--- src/rtl/multicycle_control_unit.sv ---
// Multicycle MIPS-style control FSM: sequences fetch, decode, memory, ALU, branch and jump
// steps and drives the datapath selects and write strobes combinationally from the current state.
module multicycle_control_unit #(
    parameter int ALU_CTRL_W = 4,
    parameter bit HAS_ADDI   = 1'b1,
    parameter bit HAS_BNE    = 1'b1
) (
    input  logic                  clk,
    input  logic                  reset,
    input  logic [5:0]            op,
    input  logic [5:0]            funct,
    input  logic                  zero,
    input  logic                  mem_ready,
    output logic                  mem_req,
    output logic                  mem_write,
    output logic                  iord,
    output logic                  ir_write,
    output logic                  pc_en,
    output logic                  alu_src_a,
    output logic                  reg_dst,
    output logic                  mem_to_reg,
    output logic                  reg_write,
    output logic [1:0]            alu_src_b,
    output logic [1:0]            pc_src,
    output logic [ALU_CTRL_W-1:0] alu_control,
    output logic [3:0]            state,
    output logic                  illegal_op
);

    typedef enum logic [3:0] {
        S_FETCH  = 4'd0,  S_DECODE = 4'd1,  S_MEMADR = 4'd2, S_MEMRD  = 4'd3,
        S_MEMWB  = 4'd4,  S_MEMWR  = 4'd5,  S_RTEXEC = 4'd6, S_ALUWB  = 4'd7,
        S_BRANCH = 4'd8,  S_ADDIEX = 4'd9,  S_JUMP   = 4'd10
    } state_t;

    localparam logic [5:0] OP_RTYPE = 6'b000000;
    localparam logic [5:0] OP_LW    = 6'b100011;
    localparam logic [5:0] OP_SW    = 6'b101011;
    localparam logic [5:0] OP_BEQ   = 6'b000100;
    localparam logic [5:0] OP_BNE   = 6'b000101;
    localparam logic [5:0] OP_ADDI  = 6'b001000;
    localparam logic [5:0] OP_J     = 6'b000010;

    localparam logic [3:0] ALU_AND = 4'b0000;
    localparam logic [3:0] ALU_OR  = 4'b0001;
    localparam logic [3:0] ALU_ADD = 4'b0010;
    localparam logic [3:0] ALU_SUB = 4'b0110;
    localparam logic [3:0] ALU_SLT = 4'b0111;
    localparam logic [3:0] ALU_NOR = 4'b1100;

    state_t     state_r;
    state_t     state_nxt_s;
    logic       addi_ok_s;
    logic       bne_ok_s;
    logic       funct_ok_s;
    logic [3:0] funct_alu_s;
    logic       mem_req_s, mem_write_s, iord_s, ir_write_s, pc_en_s;
    logic       alu_src_a_s, reg_dst_s, mem_to_reg_s, reg_write_s, illegal_s;
    logic [1:0] alu_src_b_s, pc_src_s;
    logic [3:0] alu_ctrl_s;

    assign addi_ok_s = HAS_ADDI && (op == OP_ADDI);
    assign bne_ok_s  = HAS_BNE && (op == OP_BNE);

    // State register; reset pulls the FSM back to FETCH asynchronously.
    always_ff @(posedge clk or posedge reset) begin
        if (reset) begin
            state_r <= S_FETCH;
        end else begin
            state_r <= state_nxt_s;
        end
    end

    // R-type function field to ALU operation.
    always_comb begin
        funct_ok_s  = 1'b1;
        funct_alu_s = ALU_AND;
        case (funct)
            6'b100000: funct_alu_s = ALU_ADD;
            6'b100010: funct_alu_s = ALU_SUB;
            6'b100100: funct_alu_s = ALU_AND;
            6'b100101: funct_alu_s = ALU_OR;
            6'b100111: funct_alu_s = ALU_NOR;
            6'b101010: funct_alu_s = ALU_SLT;
            default:   funct_ok_s  = 1'b0;
        endcase
    end

    // Next-state and per-state datapath controls.
    always_comb begin
        state_nxt_s  = state_r;
        mem_req_s    = 1'b0;
        mem_write_s  = 1'b0;
        iord_s       = 1'b0;
        ir_write_s   = 1'b0;
        pc_en_s      = 1'b0;
        alu_src_a_s  = 1'b0;
        reg_dst_s    = 1'b0;
        mem_to_reg_s = 1'b0;
        reg_write_s  = 1'b0;
        illegal_s    = 1'b0;
        alu_src_b_s  = 2'b00;
        pc_src_s     = 2'b00;
        alu_ctrl_s   = 4'b0000;
        case (state_r)
            S_FETCH: begin
                mem_req_s   = 1'b1;
                alu_src_b_s = 2'b01;
                alu_ctrl_s  = ALU_ADD;
                if (mem_ready) begin
                    ir_write_s  = 1'b1;
                    pc_en_s     = 1'b1;
                    state_nxt_s = S_DECODE;
                end else begin
                    state_nxt_s = S_FETCH;
                end
            end
            S_DECODE: begin
                alu_src_b_s = 2'b11;
                alu_ctrl_s  = ALU_ADD;
                if ((op == OP_LW) || (op == OP_SW)) begin
                    state_nxt_s = S_MEMADR;
                end else if (op == OP_RTYPE) begin
                    state_nxt_s = S_RTEXEC;
                end else if ((op == OP_BEQ) || bne_ok_s) begin
                    state_nxt_s = S_BRANCH;
                end else if (addi_ok_s) begin
                    state_nxt_s = S_ADDIEX;
                end else if (op == OP_J) begin
                    state_nxt_s = S_JUMP;
                end else begin
                    illegal_s   = 1'b1;
                    state_nxt_s = S_FETCH;
                end
            end
            S_MEMADR: begin
                alu_src_a_s = 1'b1;
                alu_src_b_s = 2'b10;
                alu_ctrl_s  = ALU_ADD;
                if (op == OP_LW) begin
                    state_nxt_s = S_MEMRD;
                end else if (op == OP_SW) begin
                    state_nxt_s = S_MEMWR;
                end else begin
                    state_nxt_s = S_FETCH;
                end
            end
            S_MEMRD: begin
                mem_req_s = 1'b1;
                iord_s    = 1'b1;
                if (mem_ready) begin
                    state_nxt_s = S_MEMWB;
                end else begin
                    state_nxt_s = S_MEMRD;
                end
            end
            S_MEMWB: begin
                reg_write_s  = 1'b1;
                mem_to_reg_s = 1'b1;
                state_nxt_s  = S_FETCH;
            end
            S_MEMWR: begin
                mem_req_s   = 1'b1;
                iord_s      = 1'b1;
                mem_write_s = 1'b1;
                if (mem_ready) begin
                    state_nxt_s = S_FETCH;
                end else begin
                    state_nxt_s = S_MEMWR;
                end
            end
            S_RTEXEC: begin
                alu_src_a_s = 1'b1;
                alu_ctrl_s  = funct_alu_s;
                if (funct_ok_s) begin
                    state_nxt_s = S_ALUWB;
                end else begin
                    illegal_s   = 1'b1;
                    state_nxt_s = S_FETCH;
                end
            end
            S_ALUWB: begin
                // ADDI shares this writeback but targets rt, not rd.
                reg_write_s = 1'b1;
                reg_dst_s   = ~addi_ok_s;
                state_nxt_s = S_FETCH;
            end
            S_BRANCH: begin
                alu_src_a_s = 1'b1;
                alu_ctrl_s  = ALU_SUB;
                pc_src_s    = 2'b01;
                pc_en_s     = bne_ok_s ? ~zero : zero;
                state_nxt_s = S_FETCH;
            end
            S_ADDIEX: begin
                alu_src_a_s = 1'b1;
                alu_src_b_s = 2'b10;
                alu_ctrl_s  = ALU_ADD;
                state_nxt_s = S_ALUWB;
            end
            S_JUMP: begin
                pc_src_s    = 2'b10;
                pc_en_s     = 1'b1;
                state_nxt_s = S_FETCH;
            end
            default: begin
                state_nxt_s = S_FETCH;
            end
        endcase
    end

    // Write strobes are masked while reset is held so FETCH cannot commit anything.
    assign ir_write    = ir_write_s  & ~reset;
    assign pc_en       = pc_en_s     & ~reset;
    assign reg_write   = reg_write_s & ~reset;
    assign mem_write   = mem_write_s & ~reset;
    assign mem_req     = mem_req_s;
    assign iord        = iord_s;
    assign alu_src_a   = alu_src_a_s;
    assign reg_dst     = reg_dst_s;
    assign mem_to_reg  = mem_to_reg_s;
    assign alu_src_b   = alu_src_b_s;
    assign pc_src      = pc_src_s;
    assign alu_control = ALU_CTRL_W'(alu_ctrl_s);
    assign state       = state_r;
    assign illegal_op  = illegal_s;

endmodule
--- config.mk ---
export PLATFORM = sky130hd
export DESIGN_NAME = multicycle_control_unit
export DESIGN_NICKNAME = d
export VERILOG_FILES = /design/src/rtl/multicycle_control_unit.sv
export SDC_FILE = /design/constraint.sdc
export NUM_CORES = 1
export LEC_CHECK = 0
export ABC_AREA = 1
export CORE_MARGIN = 3
export CORE_UTILIZATION = 39
export CTS_CLUSTER_DIAMETER = 50
export DETAILED_ROUTE_END_ITERATION = 16
export PLACE_DENSITY = 0.8
export SYNTH_ARGS = -nofsm -noshare
export SYNTH_HDL_FRONTEND = slang
export SYNTH_SLANG_ARGS = --single-unit
--- constraint.sdc ---
create_clock -name clk -period 1.8 [get_ports clk]
set_clock_uncertainty 0.1 [all_clocks]
set_input_delay 0.36 -clock clk [delete_from_list [all_inputs] [get_ports clk]]
set_output_delay 0.36 -clock clk [all_outputs]
set_load 0.05 [all_outputs]
==> results of run 1 <==
-- kinds of logic after synthesis --
kind of cell / after synthesis
AOI/OAI and AO/OA: 10
DFF: 4
and+or+nand+nor: 95
buffers and inverters: 31
-- through the flow --
step	area [um2]	setup slack (ps)	hold slack [ps]
after floorplan	846	-246	26.1
after global placement	1590	-384	641
==> impl_metrics.py, run 1 <==
metrics = {
    "yosys": {
        "synth_top_family_by_area": "simple AND/OR/NAND/NOR gates",
        "synth-seq-area-share_pct": 13.8,
        "synthTopCellsByCount": "nand2_1 (30), inv_1 (28), nor2_1 (27)",
        "muxShareOfSynthArea_pct": 0,
        "synth_compound_area_share_pct": 8.30,
        "synth_nets": 156,
        "async_flop_share_pct": 100,
        "synthAdderAreaFrac_pct": 0,
        "synth_top_area_share_pct": 15.6,
        "synth.avg_cell_area_um2": 5.17,
        "postSynthCellCount": 140,
        "yosysWarnings": 0,
        "yosys.area.top_type": "nand2_1",
        "synth_flop_cell": "dfrtp_1",
        "synth_edf_count": 0,
        "synth_xor_area_share_pct": 0,
        "syn_area_um2": 723,
        "ys_ff_latch": 4,
        "synth.most_common_cell": "nand2_1",
        "ys_types": 21,
        "synth-simple-area-share_pct": 61.8,
        "netlist_top_cells_area": "nand2_1 (16%), inv_1 (15%), nor2_1 (14%), dfrtp_1 (14%), nand3_1 (8.3%)",
    },
    "placed_design": {
        "dpl.hpwl_um": 3410,
        "gp_congestion": 0.970,
        "io_buffer_count": 37,
    },
    "floorplanning": {
        "die_height_um": 49.1,
        "die_width_um": 49.1,
        "initial_core_util_pct": 44.4,
        "num_rows": 14,
        "io_pins": 38,
    },
    "status": {
        "status": "did not finish",
        "lastStage": "detailed placement",
        "firstError": "[ERROR DPL-0033] detailed placement checks failed during check placement.",
    },
}
==> inputs of run 2 (changes only) <==
--- a/config.mk
+++ b/config.mk
@@ -6,11 +6,10 @@
 export NUM_CORES = 1
 export LEC_CHECK = 0
 export ABC_AREA = 1
-export CORE_MARGIN = 3
-export CORE_UTILIZATION = 39
-export CTS_CLUSTER_DIAMETER = 50
+export CORE_AREA = 3 3 64 66
 export DETAILED_ROUTE_END_ITERATION = 16
-export PLACE_DENSITY = 0.8
+export DIE_AREA = 0 0 67 69
+export PLACE_DENSITY_LB_ADDON = 0.15
 export SYNTH_ARGS = -nofsm -noshare
 export SYNTH_HDL_FRONTEND = slang
 export SYNTH_SLANG_ARGS = --single-unit
==> run 2 against run 1 <==
Net effect: the flow now finishes, with violations (negative setup slack); synthesized cell count did not move; synthesized area did not move.
==> impl_metrics.py, run 2 <==
metrics = {
    "status": {
        "status": "complete, but fails checks",
        "violations": "negative setup slack",
    },
    "global_routing": {
        "grt_max_degree": 6,
        "grt_pass1_vias": 1351,
        "grt_pass1_wl_um": 6060,
        "overflow": 0,
        "track_usage_pct": 16.7,
        "antenna_found_initial": 0,
    },
    "floorplanning": {
        "die_width_um": 67,
        "num_rows": 22,
        "core_area_um2": 3630,
        "die_area_um2": 4620,
        "die_height_um": 69,
        "initial_core_util_pct": 19.9,
        "io_pins": 38,
    },
    "yosys": {
        "netlist_top_cells_area": "nand2_1 (16%), inv_1 (15%), nor2_1 (14%), dfrtp_1 (14%), nand3_1 (8.3%)",
        "synth.most_common_cell": "nand2_1",
        "synthTopCellsByCount": "nand2_1 (30), inv_1 (28), nor2_1 (27)",
        "yosys.area.top_type": "nand2_1",
        "synth_edf_count": 0,
        "postSynthCellCount": 140,
        "synth.avg_cell_area_um2": 5.17,
        "synth_top_area_share_pct": 15.6,
        "ys_ff_latch": 4,
        "synth_nets": 156,
        "yosysWarnings": 0,
        "syn_area_um2": 723,
        "synth-seq-area-share_pct": 13.8,
        "ys_types": 21,
        "synth_flop_cell": "dfrtp_1",
        "async_flop_share_pct": 100,
    },
    "setup_path": {
        "r2r-end": "state[0]",
        "cp_max_fo": 4,
        "cp-start-kind": "flip-flop",
        "r2r_start": "state[0]",
        "path_class": "reg -> out",
        "slowest_delay_ps": 400,
        "reg2reg_depth": 10,
        "r2r_slack_ps": 140,
        "worst-endpoint-arrival_ps": 1560,
        "cpMaxStageDelayCell": "dfrtp_2",
        "cp_data_required_time_ps": 1340,
        "crit_path_cell_trace": "inv_2, nand2_2, buf_4, nor2_4, nand3_2, a21oi_4, buf_12",
        "crit_path_end_kind": "output port",
    },
    "sta": {
        "max_freq_mhz": 495,
        "hold_viol_final": 0,
        "fin_hold_ws_ps": 422,
        "rsz0062_at_grt": "true",
        "min_period_ps": 2020,
        "tightestPinTransition_ps": 227,
        "slew_headroom_pct": 84.9,
        "fin_crit_sh_pct": 112,
        "setup_viol": 16,
        "slew_violations": 0,
        "fin_ws_ps": -221,
    },
    "finish": {
        "final_layout_size_suffix_gt1_share_pct": 69.2,
        "fin_area_um2": 2170,
        "final_common_cell": "buf_4",
        "multi_input_area_um2": 798,
        "nNetsFinal": 258,
        "regArea_um2": 105,
        "final_cell_mix": "buf_4 (48), nor2_4 (21), buf_12 (19)",
        "num-fill-cells": 327,
        "largest_reg_flops": 4,
        "area_growth_pct": 200,
        "antenna_cells": 0,
        "postLayoutCoreUtil_pct": 59.7,
    },
    "clock_network": {
        "numCtsBuffers": 3,
        "clkTransAtPathRegs_ps": 30,
        "htree_levels": 1,
        "tritoncts": "built",
        "clk_latency_ps": 220,
        "hold_buffers": 0,
        "root_buffer": "clkbuf_8",
        "clockBufferDepth": 2,
        "clock_sinks": 4,
    },
    "power": {
        "switching_share_pct": 41.1,
        "p_comb_share_pct": 66.9,
        "clockPowerShare_pct": 21.3,
        "p_leak_nw": 1.02,
        "p_int_uw": 528,
        "vdd_drop_max_mv": 0.414,
        "switching_power_uw": 369,
        "power_uw": 897,
        "seqPwrFrac_pct": 11.8,
        "powerDensity_nw_per_um2": 414,
    },
    "placed_design": {
        "dpl.hpwl_um": 2570,
        "io_buffer_count": 37,
        "postPlaceCellArea_um2": 1700,
        "gp_congestion": 0.852,
        "pre_cts_slack_ps": -447,
    },
    "detailed_routing": {
        "drc": 0,
        "vias": 1264,
        "firstDrtPassIters": 4,
        "first_iter_violations": 34,
        "avgViaCountPerCell": 4.39,
        "wl_per_cell_um": 12.9,
        "finalWirelength_um": 3710,
        "ant_nets": 0,
    },
    "job": {
        "cap_violations": 0,
    },
    "hold_path": {
        "hold_path.class": "in -> async",
    },
}
[run 2: worst max path at each step]
stage / from / slack [ps] / endpoint / cells after the start
finish: state[2] / -220 / pc_en / 7
global route: state[3] / -300 / pc_en / 10
CTS: state[2] / -230 / pc_en / 10
detailed placement: funct[1] / -450 / alu_control[3] / 9
global placement: funct[1] / -380 / alu_control[3] / 9
floorplan: state[0] / -250 / pc_en / 5
[run 2: cell families (layout without fill, tap and decap cells)]
family                 count (synthesis)  after routing  share of synthesized area [%]
AND/OR/NAND/NOR                       95             95                           61.8
buffers and inverters                 31            131                           16.1
flip-flops                             4              4                           13.8
AO/OA/AOI/OAI                         10             10                           8.30
[run 2: layout make-up]
class / instances / area share (%)
flip-flops and latches: 4 / 4.84
multi-input cells: 105 / 36.8
clock buffers: 3 / 1.90
repair buffers: 97 / 48.2
inverters: 31 / 5.48
well taps: 48 / 2.77
[run 2: timing repair]
item,CTS,global route
resized for setup,69,36
pin swaps,29,21
setup endpoints to repair,15,21
buffers inserted,21,8
gates cloned,0,0
[run 2: per-layer routing]
metal  routed length [um]  GRT usage, %  vias to the layer above
met5                    0             0                        -
met4                   52          5.18                        0
met3                  152          3.75                        6
met2                 2180          32.9                       25
met1                 1330          16.4                      595
li1                     -             -                      638
[run 2: power groups by stage]
stage / Clock [mW] / Sequential, mW / Combinational [mW]
global route: 0.201 / 0.107 / 0.634
detailed placement: 0 / 0.108 / 0.504
floorplan: 0 / 0.125 / 0.216
global placement: 0 / 0.107 / 0.498
finish: 0.191 / 0.106 / 0.600
CTS: 0.196 / 0.106 / 0.556
[run 2: metrics by stage]
step / TNS [ps] / std cells
after global placement: -2400 / 257
after CTS: -1620 / 281
after global routing: -2880 / 288
after floorplan: -756 / 140
final: -1970 / 288
after detailed placement: -2830 / 257
[run 2: critical path: cells and delay by family, from the launching register on]
family | cells | cell delay [ps]
compound gates | 1 | 180
buf+inv | 3 | 400
flops | 1 | 400
simple gates | 3 | 350
Note: power is estimated with default switching activity, not from simulation.
